<file path="src/rtl/mmio_pkg.sv">
// Shared types and constants for the memory-mapped bus router.
package mmio_pkg;

    typedef enum logic [1:0] {
        StIdle,
        StAccess,
        StResp
    } state_t;

    // Default device map, one 4 KiB region per device.
    localparam int unsigned DevDram  = 0;
    localparam int unsigned DevDrom  = 1;
    localparam int unsigned DevDmat  = 2;
    localparam int unsigned DevDint  = 3;
    localparam int unsigned DevDreg  = 4;
    localparam int unsigned DevDexec = 5;
    localparam int unsigned DevDspi  = 6;

    function automatic int unsigned miss_did(input int unsigned did_w);
        return (32'd1 << did_w) - 32'd1;
    endfunction

endpackage

</file>
<file path="src/rtl/mmio_region_decode.sv">
// Combinational region decoder: maps an address onto a device index.
module mmio_region_decode
    import mmio_pkg::*;
#(
    parameter int unsigned ADDR_W      = 16,
    parameter int unsigned REGION_BITS = 12,
    parameter int unsigned N_DEV       = 7,
    localparam int unsigned DID_W      = $clog2(N_DEV + 1)
) (
    input  logic              rd_i,
    input  logic              wr_i,
    input  logic [ADDR_W-1:0] addr_i,
    output logic              hit_o,
    output logic [DID_W-1:0]  did_o
);

    localparam int unsigned IdxW = ADDR_W - REGION_BITS;

    logic [IdxW-1:0] idx;
    logic            hit;
    logic            unused_offset;

    assign idx           = addr_i[ADDR_W-1:REGION_BITS];
    assign unused_offset = ^addr_i[REGION_BITS-1:0];

    always_comb begin
        hit   = (rd_i | wr_i) && (idx < IdxW'(N_DEV));
        // DID_W never exceeds IdxW because N_DEV < 2**IdxW.
        did_o = hit ? idx[DID_W-1:0] : DID_W'(miss_did(DID_W));
        hit_o = hit;
    end

endmodule

</file>
<file path="src/rtl/mmio_router.sv">
// Bus router: decodes a master request, strobes one device, waits for ack or timeout.
module mmio_router
    import mmio_pkg::*;
#(
    parameter int unsigned ADDR_W      = 16,
    parameter int unsigned DATA_W      = 16,
    parameter int unsigned REGION_BITS = 12,
    parameter int unsigned N_DEV       = DevDspi + 1,
    parameter int unsigned TIMEOUT     = 15,
    localparam int unsigned DID_W      = $clog2(N_DEV + 1)
) (
    input  logic                    clk_i,
    input  logic                    rst_i,
    input  logic                    rd_i,
    input  logic                    wr_i,
    input  logic [ADDR_W-1:0]       addr_i,
    input  logic [DATA_W-1:0]       wdata_i,
    output logic [DATA_W-1:0]       rdata_o,
    output logic                    ready_o,
    output logic                    err_o,
    output logic                    busy_o,
    output logic                    hit_o,
    output logic [DID_W-1:0]        did_o,
    output logic [N_DEV-1:0]        dev_sel_o,
    output logic                    dev_rd_o,
    output logic                    dev_wr_o,
    output logic [REGION_BITS-1:0]  dev_addr_o,
    output logic [DATA_W-1:0]       dev_wdata_o,
    input  logic [N_DEV*DATA_W-1:0] dev_rdata_i,
    input  logic [N_DEV-1:0]        dev_ack_i
);

    localparam int unsigned CntW = $clog2(TIMEOUT + 1);
    localparam logic [CntW-1:0] CntLast = CntW'(TIMEOUT - 1);

    state_t                 state_q, state_d;
    logic                   op_wr_q, op_wr_d;
    logic [DID_W-1:0]       did_q, did_d;
    logic [REGION_BITS-1:0] offs_q, offs_d;
    logic [DATA_W-1:0]      wdata_q, wdata_d;
    logic [DATA_W-1:0]      rdata_q, rdata_d;
    logic                   err_q, err_d;
    logic [CntW-1:0]        cnt_q, cnt_d;

    logic                   hit;
    logic [DID_W-1:0]       did;
    logic                   ack_sel;
    logic [DATA_W-1:0]      rdata_sel;
    logic [N_DEV-1:0]       sel_onehot;
    logic                   in_access;

    mmio_region_decode #(
        .ADDR_W      (ADDR_W),
        .REGION_BITS (REGION_BITS),
        .N_DEV       (N_DEV)
    ) u_decode (
        .rd_i   (rd_i),
        .wr_i   (wr_i),
        .addr_i (addr_i),
        .hit_o  (hit),
        .did_o  (did)
    );

    // Only the latched device's ack and data slice are ever observed.
    always_comb begin
        ack_sel    = 1'b0;
        rdata_sel  = '0;
        sel_onehot = '0;
        for (int k = 0; k < int'(N_DEV); k++) begin
            if (did_q == DID_W'(k)) begin
                ack_sel       = dev_ack_i[k];
                rdata_sel     = dev_rdata_i[k*DATA_W +: DATA_W];
                sel_onehot[k] = 1'b1;
            end
        end
    end

    always_comb begin
        state_d = state_q;
        op_wr_d = op_wr_q;
        did_d   = did_q;
        offs_d  = offs_q;
        wdata_d = wdata_q;
        rdata_d = rdata_q;
        err_d   = err_q;
        cnt_d   = cnt_q;
        unique case (state_q)
            StIdle: begin
                if ((rd_i ^ wr_i) && hit) begin
                    op_wr_d = wr_i;
                    did_d   = did;
                    offs_d  = addr_i[REGION_BITS-1:0];
                    wdata_d = wdata_i;
                    cnt_d   = '0;
                    state_d = StAccess;
                end else if (rd_i | wr_i) begin
                    // Miss or rd/wr conflict: answer with an error, never touch a device.
                    rdata_d = '0;
                    err_d   = 1'b1;
                    state_d = StResp;
                end
            end
            StAccess: begin
                if (ack_sel) begin
                    rdata_d = op_wr_q ? '0 : rdata_sel;
                    err_d   = 1'b0;
                    state_d = StResp;
                end else if (cnt_q == CntLast) begin
                    rdata_d = '0;
                    err_d   = 1'b1;
                    state_d = StResp;
                end else begin
                    cnt_d = cnt_q + CntW'(1);
                end
            end
            StResp:  state_d = StIdle;
            default: state_d = StIdle;
        endcase
    end

    always_ff @(posedge clk_i) begin
        if (rst_i) begin
            state_q <= StIdle;
            op_wr_q <= 1'b0;
            did_q   <= '0;
            offs_q  <= '0;
            wdata_q <= '0;
            rdata_q <= '0;
            err_q   <= 1'b0;
            cnt_q   <= '0;
        end else begin
            state_q <= state_d;
            op_wr_q <= op_wr_d;
            did_q   <= did_d;
            offs_q  <= offs_d;
            wdata_q <= wdata_d;
            rdata_q <= rdata_d;
            err_q   <= err_d;
            cnt_q   <= cnt_d;
        end
    end

    assign in_access   = (state_q == StAccess);
    assign busy_o      = (state_q != StIdle);
    assign ready_o     = (state_q == StResp);
    assign err_o       = ready_o & err_q;
    assign rdata_o     = rdata_q;
    assign dev_sel_o   = in_access ? sel_onehot : '0;
    assign dev_rd_o    = in_access & ~op_wr_q;
    assign dev_wr_o    = in_access & op_wr_q;
    assign dev_addr_o  = offs_q;
    assign dev_wdata_o = wdata_q;
    assign hit_o       = hit;
    assign did_o       = did;

endmodule

</file>
<file path="config.mk">
export PLATFORM = sky130hd
export DESIGN_NAME = mmio_router
export DESIGN_NICKNAME = d
export VERILOG_FILES = /design/src/rtl/mmio_pkg.sv /design/src/rtl/mmio_region_decode.sv /design/src/rtl/mmio_router.sv
export SDC_FILE = /design/constraint.sdc
export NUM_CORES = 1
export LEC_CHECK = 0
export CAP_MARGIN = 20
export CORE_ASPECT_RATIO = 0.5
export CORE_MARGIN = 2
export CORE_UTILIZATION = 39
export DETAILED_ROUTE_END_ITERATION = 16
export PLACE_DENSITY = 0.86
export SYNTH_ARGS = -nofsm -noshare
export SYNTH_HDL_FRONTEND = slang
export SYNTH_SLANG_ARGS = --single-unit
</file>
<file path="constraint.sdc">
create_clock -name clk_i -period 4.3 [get_ports clk_i]
set_clock_uncertainty 0.1 [all_clocks]
set_input_delay 0.645 -clock clk_i [delete_from_list [all_inputs] [get_ports clk_i]]
set_output_delay 0.645 -clock clk_i [all_outputs]
set_load 0.02 [all_outputs]
</file>
==> results.sh, run 1 <==
export IMPL_status="finished clean"
export IMPL_synthSimpleGateAreaFrac=0.212
export IMPL_endpoint_kind="output port"
export IMPL_async_reset_ff_frac=0
export IMPL_cts_tree="built"
export IMPL_drc=0
export IMPL_dieArea_um2=9150
export IMPL_met3_usage=0.0577
export IMPL_place_inst=693
export IMPL_avgRoutedWirePerCell_um=17.0
export IMPL_yosysUniqueCellTypes=47
export IMPL_postRouteAntennaNets=0
export IMPL_synth_fp_nets=555
export IMPL_powerDensity_nw_per_um2=246
export IMPL_clk_pin_slew_worst_paths_ps=70
export IMPL_maxCapViolations=0
export IMPL_numPortBuffers=214
export IMPL_viasPerCell=5.47
export IMPL_start_util=0.405
export IMPL_vias=3838
export IMPL_grt_pass1_wl_mm=18.3
export IMPL_synthAdderAreaFrac=0.0153
export IMPL_cts_root_buffer="clkbuf_16"
export IMPL_layout_nets=748
export IMPL_final_cell_mix="clkdlybuf4s50_1 (214), nand2_1 (82), dfxtp_1 (54), a21oi_1 (38), or3_1 (18)"
export IMPL_hold_viol_final=0
export IMPL_use_met2=0.475
export IMPL_fin_tns_setup_ps=0
export IMPL_gp_congestion=0.817
export IMPL_antenna_found_initial=0
export IMPL_cts_buffers=5
export IMPL_arrival_ps=2700
export IMPL_coreArea_um2=8060
export IMPL_crit_chain="clkdlybuf4s50_1, inv_1, ha_1, a311oi_1, clkdlybuf4s50_1"
export IMPL_area_delta_synth_final_pct=71.9
export IMPL_die_y_um=68.7
export IMPL_busiest_layer="met2"
export IMPL_post_cts_buffers=0
export IMPL_synth_area_per_cell_um2=8.23
export IMPL_synth_top_family_by_area="compound AO/OA/AOI/OAI gates"
export IMPL_synthMuxAreaShare=0.0806
export IMPL_diodes=0
export IMPL_cp_common_cell="clkdlybuf4s50_1"
export IMPL_htreeDepth=2
export IMPL_syn_area_um2=3260
export IMPL_synth_top_flop_cell="dfxtp_1"
export IMPL_grt_max_degree=43
export IMPL_worstMarginPinSlew_ps=964
export IMPL_path_class="primary input to output port"
export IMPL_ys_seq_area_frac=0.338
export IMPL_hp_class="flip-flop to flip-flop"
export IMPL_first_iter_violations=202
export IMPL_p_leak_nw=1.91
export IMPL_ir_drop_mv=0.156
export IMPL_period_needed_ps=3440
export IMPL_fmax_mhz=290
export IMPL_fin_crit_sh=0.801
export IMPL_fin_cells=702
export IMPL_cts_resized=0
export IMPL_critPathRequiredTime_ps=3560
export IMPL_synth_edf_count=0
export IMPL_crit_path_max_incr_delay_ps=730
export IMPL_crit_path_max_fanout=5
export IMPL_clockBufferDepth=2
export IMPL_wl_mm=11.9
export IMPL_rsz0062_at_grt="no"
export IMPL_setup_viol=0
export IMPL_ys_seq_elements=55
export IMPL_placementRows=23
export IMPL_synth_compound_area_frac=0.293
export IMPL_final_common_cell="clkdlybuf4s50_1"
export IMPL_die_w_um=133
export IMPL_drive_above_1_share=0.0712
export IMPL_synth_xor_area_frac=0.00269
export IMPL_num_io_pins=215
export IMPL_slew_violations=0
export IMPL_drt_pass1_iterations=4
export IMPL_slew_headroom=0.352
export IMPL_yosysWarningCount=0
export IMPL_grt_util_met1=0.287
export IMPL_worstSkewPairLatency_ps=300
export IMPL_grt_overflow=0
export IMPL_groute_usage_overall=0.249
export IMPL_first_global_vias=3700
export IMPL_hpwl_mm=8.65
export IMPL_syn_instance_count=396
export IMPL_worst_path_max_delay_cell="clkdlybuf4s50_1"
export IMPL_cp_start_kind="primary input"
export IMPL_hold_buffers=0
export IMPL_cts_sinks=55
## routing by layer
metal  vias up  wire (um)
met5         -          0
met3        15        788
met4         0        185
met1      1815       5080
li1       1874          -
met2       134       5890
## power breakdown
part	internal, W	switching [W]
sequential	0.000529	0.0000165
clock	0.000237	0.000194
combinational	0.000229	0.000173
## worst paths after layout
kind                                      start         endpoint  slack (ps)  cells after the start
worst min register to register  dev_wdata_o[14]  dev_wdata_o[14]         350                      2
worst max register to register         did_q[2]       rdata_o[8]        1090                      6
worst min-delay path            dev_wdata_o[14]  dev_wdata_o[14]         350                      2
worst max-delay path                       wr_i            hit_o         860                      5
## worst max-delay path: cells and delay by family
kind | cells | cell delay (ps)
compound gates | 1 | 530
fa+ha+maj | 1 | 240
buf+inv | 3 | 1290
## synth_stat cells, types with 3 or more instances
master | instances | area [um2]
nand2_1 | 82 | 308
dfxtp_1 | 55 | 1100
a21oi_1 | 38 | 190
clkbuf_1 | 28 | 105
or3_1 | 18 | 113
a211oi_1 | 16 | 120
mux2_2 | 16 | 180
a221oi_1 | 15 | 131
a32o_1 | 15 | 150
o221ai_1 | 15 | 131
a22oi_1 | 14 | 105
nor2_1 | 12 | 45.0
and3_1 | 7 | 43.8
inv_1 | 7 | 26.3
mux2i_1 | 6 | 60.1
buf_2 | 5 | 25.0
ha_1 | 4 | 50.1
nor2b_1 | 4 | 25.0
nand3_1 | 3 | 15.0
## flip-flops by register name, indices dropped and copies added, names as in the netlist
| signal | flops |
|---|---|
| err_q | 1 |
| dev_wdata_o | 16 |
| cnt_q | 4 |
| dev_addr_o | 12 |
| did_q | 3 |
| op_wr_q | 1 |
| state_q | 2 |
| rdata_o | 16 |
## cell type report
class	count	area, um2
repair buffers	223	2210
well taps	112	140
inverters	7	26.3
multi-input cells	297	1970
flip-flops and latches	55	1100
clock inverters	2	17.5
fillers	692	2450
clock buffers	6	139
## logic make-up after synthesis
| family | Yosys count |
|---|---|
| buffers and inverters | 44 |
| adder cells (fa/ha/maj) | 4 |
| AND/OR/NAND/NOR | 142 |
| flip-flops | 55 |
| XOR/XNOR | 1 |
| AO/OA/AOI/OAI | 126 |
| multiplexers | 24 |
## through the flow
step | total power, W | util | setup slack, ps | hold WS (ps) | instance area, um2
after floorplan | 0.000736 | - | 1440 | 345 | 3260
after global placement | 0.000950 | 0.675 | 957 | 341 | 5440
after detailed placement | 0.000956 | 0.675 | 894 | 347 | 5440
after CTS | 0.00139 | 0.695 | 902 | 357 | 5600
after global routing | 0.00145 | 0.696 | 743 | 376 | 5610
final | 0.00138 | 0.696 | 856 | 354 | 5610
Note: power is estimated with default switching activity, not from simulation.
==> run 2, diff against run 1 <==
- CORE_UTILIZATION: 39 -> 37
- PLACE_DENSITY: 0.86 -> 0.82
- clock period: 4.3 -> 3.5 ns (I/O delays scaled with it)
==> run 2 against run 1 <==
  * Worst setup slack worse by 410 ps
  * Register-to-register slack worse by 400 ps
  * Critical endpoint is now dev_sel_o[6]
  * Wire length down 1.3%
  * Highest routed layer unchanged
  * Clock-buffer cell count down 1
==> results.sh, run 2 (same netlist as run 1, synthesis figures left out) <==
export IMPL_gp_congestion=0.781
export IMPL_status="finished clean"
export IMPL_groute_usage_overall=0.239
export IMPL_htreeDepth=2
export IMPL_worst_slack_ps=443
export IMPL_setup_viol=0
export IMPL_p_switching_w=0.000468
export IMPL_fin_tns_setup_ps=0
export IMPL_clk_pin_slew_worst_paths_ps=70
export IMPL_hold_buffers=0
export IMPL_path_class="flip-flop to output port"
export IMPL_cts_tree="built"
export IMPL_first_global_vias=3829
export IMPL_critPathRequiredTime_ps=2870
export IMPL_drt_pass1_iterations=4
export IMPL_swShare=0.280
export IMPL_rsz0062_at_grt="no"
export IMPL_r2r_setup_slack_ps=690
export IMPL_vias=3835
export IMPL_post_cts_buffers=0
export IMPL_die_w_um=137
export IMPL_grt_overflow=0
export IMPL_arrival_ps=2430
export IMPL_maxCapViolations=0
export IMPL_worst_path_dominant_cell_family="flip-flops"
export IMPL_diodes=0
export IMPL_worstSkewPairLatency_ps=290
export IMPL_antenna_found_initial=0
export IMPL_power_frac_comb=0.298
export IMPL_wl_mm=11.8
export IMPL_clockBufferDepth=2
export IMPL_fin_crit_sh=0.873
export IMPL_period_needed_ps=3060
export IMPL_final_util=0.654
export IMPL_drive_above_1_share=0.0759
export IMPL_hpwl_mm=8.86
export IMPL_final_cell_mix="clkdlybuf4s50_1 (214), nand2_1 (82), dfxtp_1 (54), a21oi_1 (38), or3_1 (18)"
export IMPL_num_io_pins=215
export IMPL_worstMarginPinSlew_ps=936
export IMPL_avgRoutedWirePerCell_um=16.6
export IMPL_final_fill_count=729
export IMPL_crit_path_max_fanout=28
export IMPL_hold_viol_final=0
export IMPL_cts_buffers=5
export IMPL_cts_resized=0
export IMPL_fmax_mhz=327
export IMPL_crit_buf_inv=1
export IMPL_numPortBuffers=214
export IMPL_power_frac_clock=0.301
export IMPL_ir_drop_mv=0.224
export IMPL_grt_pass1_wl_mm=18.5
export IMPL_postRouteAntennaNets=0
export IMPL_cts_root_buffer="clkbuf_16"
export IMPL_cp_start_kind="flip-flop"
export IMPL_final_common_cell="clkdlybuf4s50_1"
export IMPL_endpoint_kind="output port"
export IMPL_slew_headroom=0.371
export IMPL_drc=0
export IMPL_holdPathStages=2
export IMPL_hp_class="flip-flop to flip-flop"
export IMPL_grt_max_degree=40
export IMPL_rr_endpoint="rdata_o[9]"
export IMPL_p_leak_nw=1.92
export IMPL_seqPwrFrac=0.401
export IMPL_place_ws_ps=467
export IMPL_dieArea_um2=9630
export IMPL_crit_path_max_incr_delay_ps=740
export IMPL_die_y_um=70.4
export IMPL_start_util=0.378
export IMPL_first_iter_violations=266
export IMPL_hold_ws_ps=354
export IMPL_hp_start="dev_addr_o[11]"
export IMPL_slew_violations=0
export IMPL_coreArea_um2=8620
export IMPL_r2r_worst_path_cells=5
export IMPL_hold_end="dev_addr_o[11]"
export IMPL_viasPerCell=5.40
export IMPL_crit_chain="nand2_1, nor3_1, clkdlybuf4s50_1"
export IMPL_placementRows=24
export IMPL_layout_nets=751
export IMPL_p_int_w=0.00121
export IMPL_powerDensity_nw_per_um2=297
export IMPL_r2r_start="did_q[1]"
export IMPL_area_delta_synth_final_pct=73.0
export IMPL_worst_path_max_delay_cell="dfxtp_2"
export IMPL_cp_startpoint="did_q[1]"
export IMPL_cts_sinks=55
run 2: changes by cell type in the layout (fill, tap and decap cells not counted):
cell        previous run  this run
inv_8                  0         1
inv_6                  2         0
buf_12                 0         1
clkbuf_8               1         0
clkinv_2               0         1
buf_4                  9        11
clkinvlp_4             0         1
run 2: power by group through the flow:
stage                     combinational [W]  clock, W  sequential (W)
after CTS                          0.000501  0.000520        0.000671
final                              0.000498  0.000504        0.000671
after global routing               0.000537  0.000542        0.000675
after detailed placement           0.000499         0        0.000686
after floorplan                    0.000204         0        0.000700
after global placement             0.000493         0        0.000685
run 2: layer usage:
layer,global-route usage,vias to the layer above,part of all wire
met1,0.277,1813,0.40
met2,0.444,127,0.51
met4,0.0637,0,0.016
met3,0.0516,18,0.071
met5,0,-,0
li1,-,1877,-
run 2: how the worst max path moves through the flow:
stage | to | slack (ps) | cells after the start
after floorplan | cnt_q[1] | 760 | 6
after global placement | rdata_o[9] | 560 | 8
after detailed placement | rdata_o[9] | 470 | 8
after CTS | dev_sel_o[6] | 440 | 3
after global routing | dev_sel_o[6] | 290 | 3
final | dev_sel_o[6] | 440 | 3
run 2: worst min-delay path: cells and delay by family (launching register included):
kind            cells  cell delay [ps]
flops               1              310
simple gates        1               50
compound gates      1               50
run 2: final cells by class:
cell class | instances | area (um2) | share of cell area
inverters | 7 | 26.3 | 0.00466
clock buffers | 5 | 125 | 0.0222
repair buffers | 226 | 2240 | 0.398
well taps | 117 | 146 | 0.0260
clock inverters | 3 | 23.8 | 0.00421
multi-input cells | 297 | 1970 | 0.350
flip-flops and latches | 55 | 1100 | 0.195
run 2: per-stage QoR:
| step | power (W) | area [um2] | instances |
|---|---|---|---|
| after floorplan | 0.000904 | 3260 | 396 |
| after global placement | 0.00118 | 5490 | 702 |
| after detailed placement | 0.00118 | 5490 | 702 |
| after CTS | 0.00169 | 5640 | 710 |
| after global routing | 0.00175 | 5640 | 710 |
| final | 0.00167 | 5640 | 710 |
==> run 3, diff against run 2 <==
- RECOVER_POWER: default -> 100
==> run 3 against run 2 <==
  * Via count barely moved
  * Die area unchanged
  * Clock-buffer cell count is the same
  * Non-clock buffer count unchanged
  * Total power shrank 1.1%
  * Combinational power down 3%
  * Design area fell by 0.67%
  * Hold slack worse by 3.4 ps
  * Core utilization down 0.44 points
  * Register-to-register slack got worse by 320 ps
  * Global-route usage stayed put
==> results.sh, run 3 (same netlist as run 1, synthesis figures left out) <==
export IMPL_fin_cells=710
export IMPL_htreeDepth=2
export IMPL_maxCapViolations=0
export IMPL_path_class="flip-flop to output port"
export IMPL_gp_congestion=0.781
export IMPL_arrival_ps=2540
export IMPL_cp_start_kind="flip-flop"
export IMPL_avgRoutedWirePerCell_um=16.6
export IMPL_cts_root_buffer="clkbuf_16"
export IMPL_crit_buf_inv=1
export IMPL_clk_pin_slew_worst_paths_ps=70
export IMPL_topRoutingLayerUsed="met4"
export IMPL_coreArea_um2=8620
export IMPL_worstSkewPairLatency_ps=290
export IMPL_hold_end="dev_wdata_o[9]"
export IMPL_first_iter_violations=275
export IMPL_slew_headroom=0.245
export IMPL_status="finished clean"
export IMPL_hold_viol_final=0
export IMPL_worstMarginPinSlew_ps=1130
export IMPL_drt_pass1_iterations=5
export IMPL_hold_ws_ps=350
export IMPL_clockBufferDepth=2
export IMPL_final_common_cell="clkdlybuf4s50_1"
export IMPL_met2WireLength_mm=6.05
export IMPL_p_leak_nw=2.08
export IMPL_hold_buffers=0
export IMPL_stdcell_area_um2=5600
export IMPL_period_needed_ps=3160
export IMPL_setup_viol=0
export IMPL_dieArea_um2=9630
export IMPL_fin_tns_setup_ps=0
export IMPL_grt_pass1_wl_mm=18.5
export IMPL_groute_usage_overall=0.239
export IMPL_drc=0
export IMPL_num_io_pins=215
export IMPL_area_delta_synth_final_pct=71.8
export IMPL_crit_chain="nor2b_2, and3_1, dlygate4sd3_1"
export IMPL_post_cts_buffers=0
export IMPL_crit_path_max_fanout=17
export IMPL_slew_violations=0
export IMPL_hp_start="dev_wdata_o[9]"
export IMPL_grt_overflow=0
export IMPL_wl_met3_um=876
export IMPL_first_global_vias=3829
export IMPL_final_util=0.650
export IMPL_cts_resized=0
export IMPL_r2r_setup_slack_ps=370
export IMPL_start_util=0.378
export IMPL_wl_mm=11.8
export IMPL_powerDensity_nw_per_um2=296
export IMPL_grt_max_degree=40
export IMPL_final_cell_mix="clkdlybuf4s50_1 (155), nand2_1 (82), dlygate4sd3_1 (59), dfxtp_1 (54), a21oi_1 (38)"
export IMPL_viasPerCell=5.41
export IMPL_ir_drop_mv=0.225
export IMPL_rsz0062_at_grt="no"
export IMPL_die_w_um=137
export IMPL_final_fill_count=736
export IMPL_fmax_mhz=316
export IMPL_hp_class="flip-flop to flip-flop"
export IMPL_place_inst=702
export IMPL_placementRows=24
export IMPL_cp_startpoint="did_q[2]"
export IMPL_antenna_found_initial=0
export IMPL_vias=3838
export IMPL_crit_path_max_incr_delay_ps=750
export IMPL_cts_buffers=5
export IMPL_r2r_start="did_q[1]"
export IMPL_fin_crit_sh=0.903
export IMPL_postRouteAntennaNets=0
export IMPL_worst_path_max_delay_cell="nor2b_2"
export IMPL_drive_above_1_share=0.0708
export IMPL_cts_tree="built"
export IMPL_cts_sinks=55
export IMPL_numPortBuffers=214
export IMPL_die_y_um=70.4
export IMPL_rr_endpoint="rdata_o[9]"
export IMPL_hpwl_mm=8.86
export IMPL_r2r_worst_path_cells=5
export IMPL_diodes=0
export IMPL_holdPathStages=2
export IMPL_endpoint_kind="output port"
export IMPL_layout_nets=751
export IMPL_worst_path_dominant_cell_family="simple AND/OR/NAND/NOR gates"
export IMPL_critPathRequiredTime_ps=2870
export IMPL_m1WireLength_mm=4.67
export IMPL_placed_cell_area_um2=5490
==> run 3: how the worst max path moves through the flow <==
stage / endpoint / slack [ps] / cells past startpoint
after floorplan: cnt_q[1] / 760 / 6
after global placement: rdata_o[9] / 560 / 8
after detailed placement: rdata_o[9] / 470 / 8
after CTS: dev_sel_o[6] / 440 / 3
after global routing: dev_sel_o[5] / 180 / 3
final: dev_sel_o[5] / 340 / 3
==> run 3: final cells by class <==
cell class	instances	area, um2	share of cell area
Timing Repair Buffer	226	2220	0.396
Multi-Input combinational cell	297	1960	0.350
Sequential cell	55	1100	0.197
Tap cell	117	146	0.0261
Clock buffer	5	125	0.0223
Inverter	7	26.3	0.00469
Clock inverter	3	23.8	0.00424
==> run 3: routing by layer <==
metal,vias up,GRT usage
met1,1799,0.277
met4,0,0.0637
met2,145,0.444
met5,-,0
li1,1876,-
met3,18,0.0516
==> run 3: tightest hold or removal path: stages, from the launching register on <==
cell and delay (ps):
dfxtp_1 310, nand2_1 50, a21oi_1 50
==> run 3: report_power, final <==
group / switching [W] / leakage, nW / internal, W
logic: 0.000211 / 1.57 / 0.000271
registers: 0.0000201 / 0.446 / 0.000650
clock network: 0.000235 / 0.0717 / 0.000269
total: 0.000466 / 2.08 / 0.00119
==> run 3: stage by stage <==
stage               power (W)  worst slack, ps
floorplan            0.000904              758
global placement      0.00118              565
detailed placement    0.00118              467
CTS                   0.00169              437
global route          0.00174              175
finish                0.00166              338
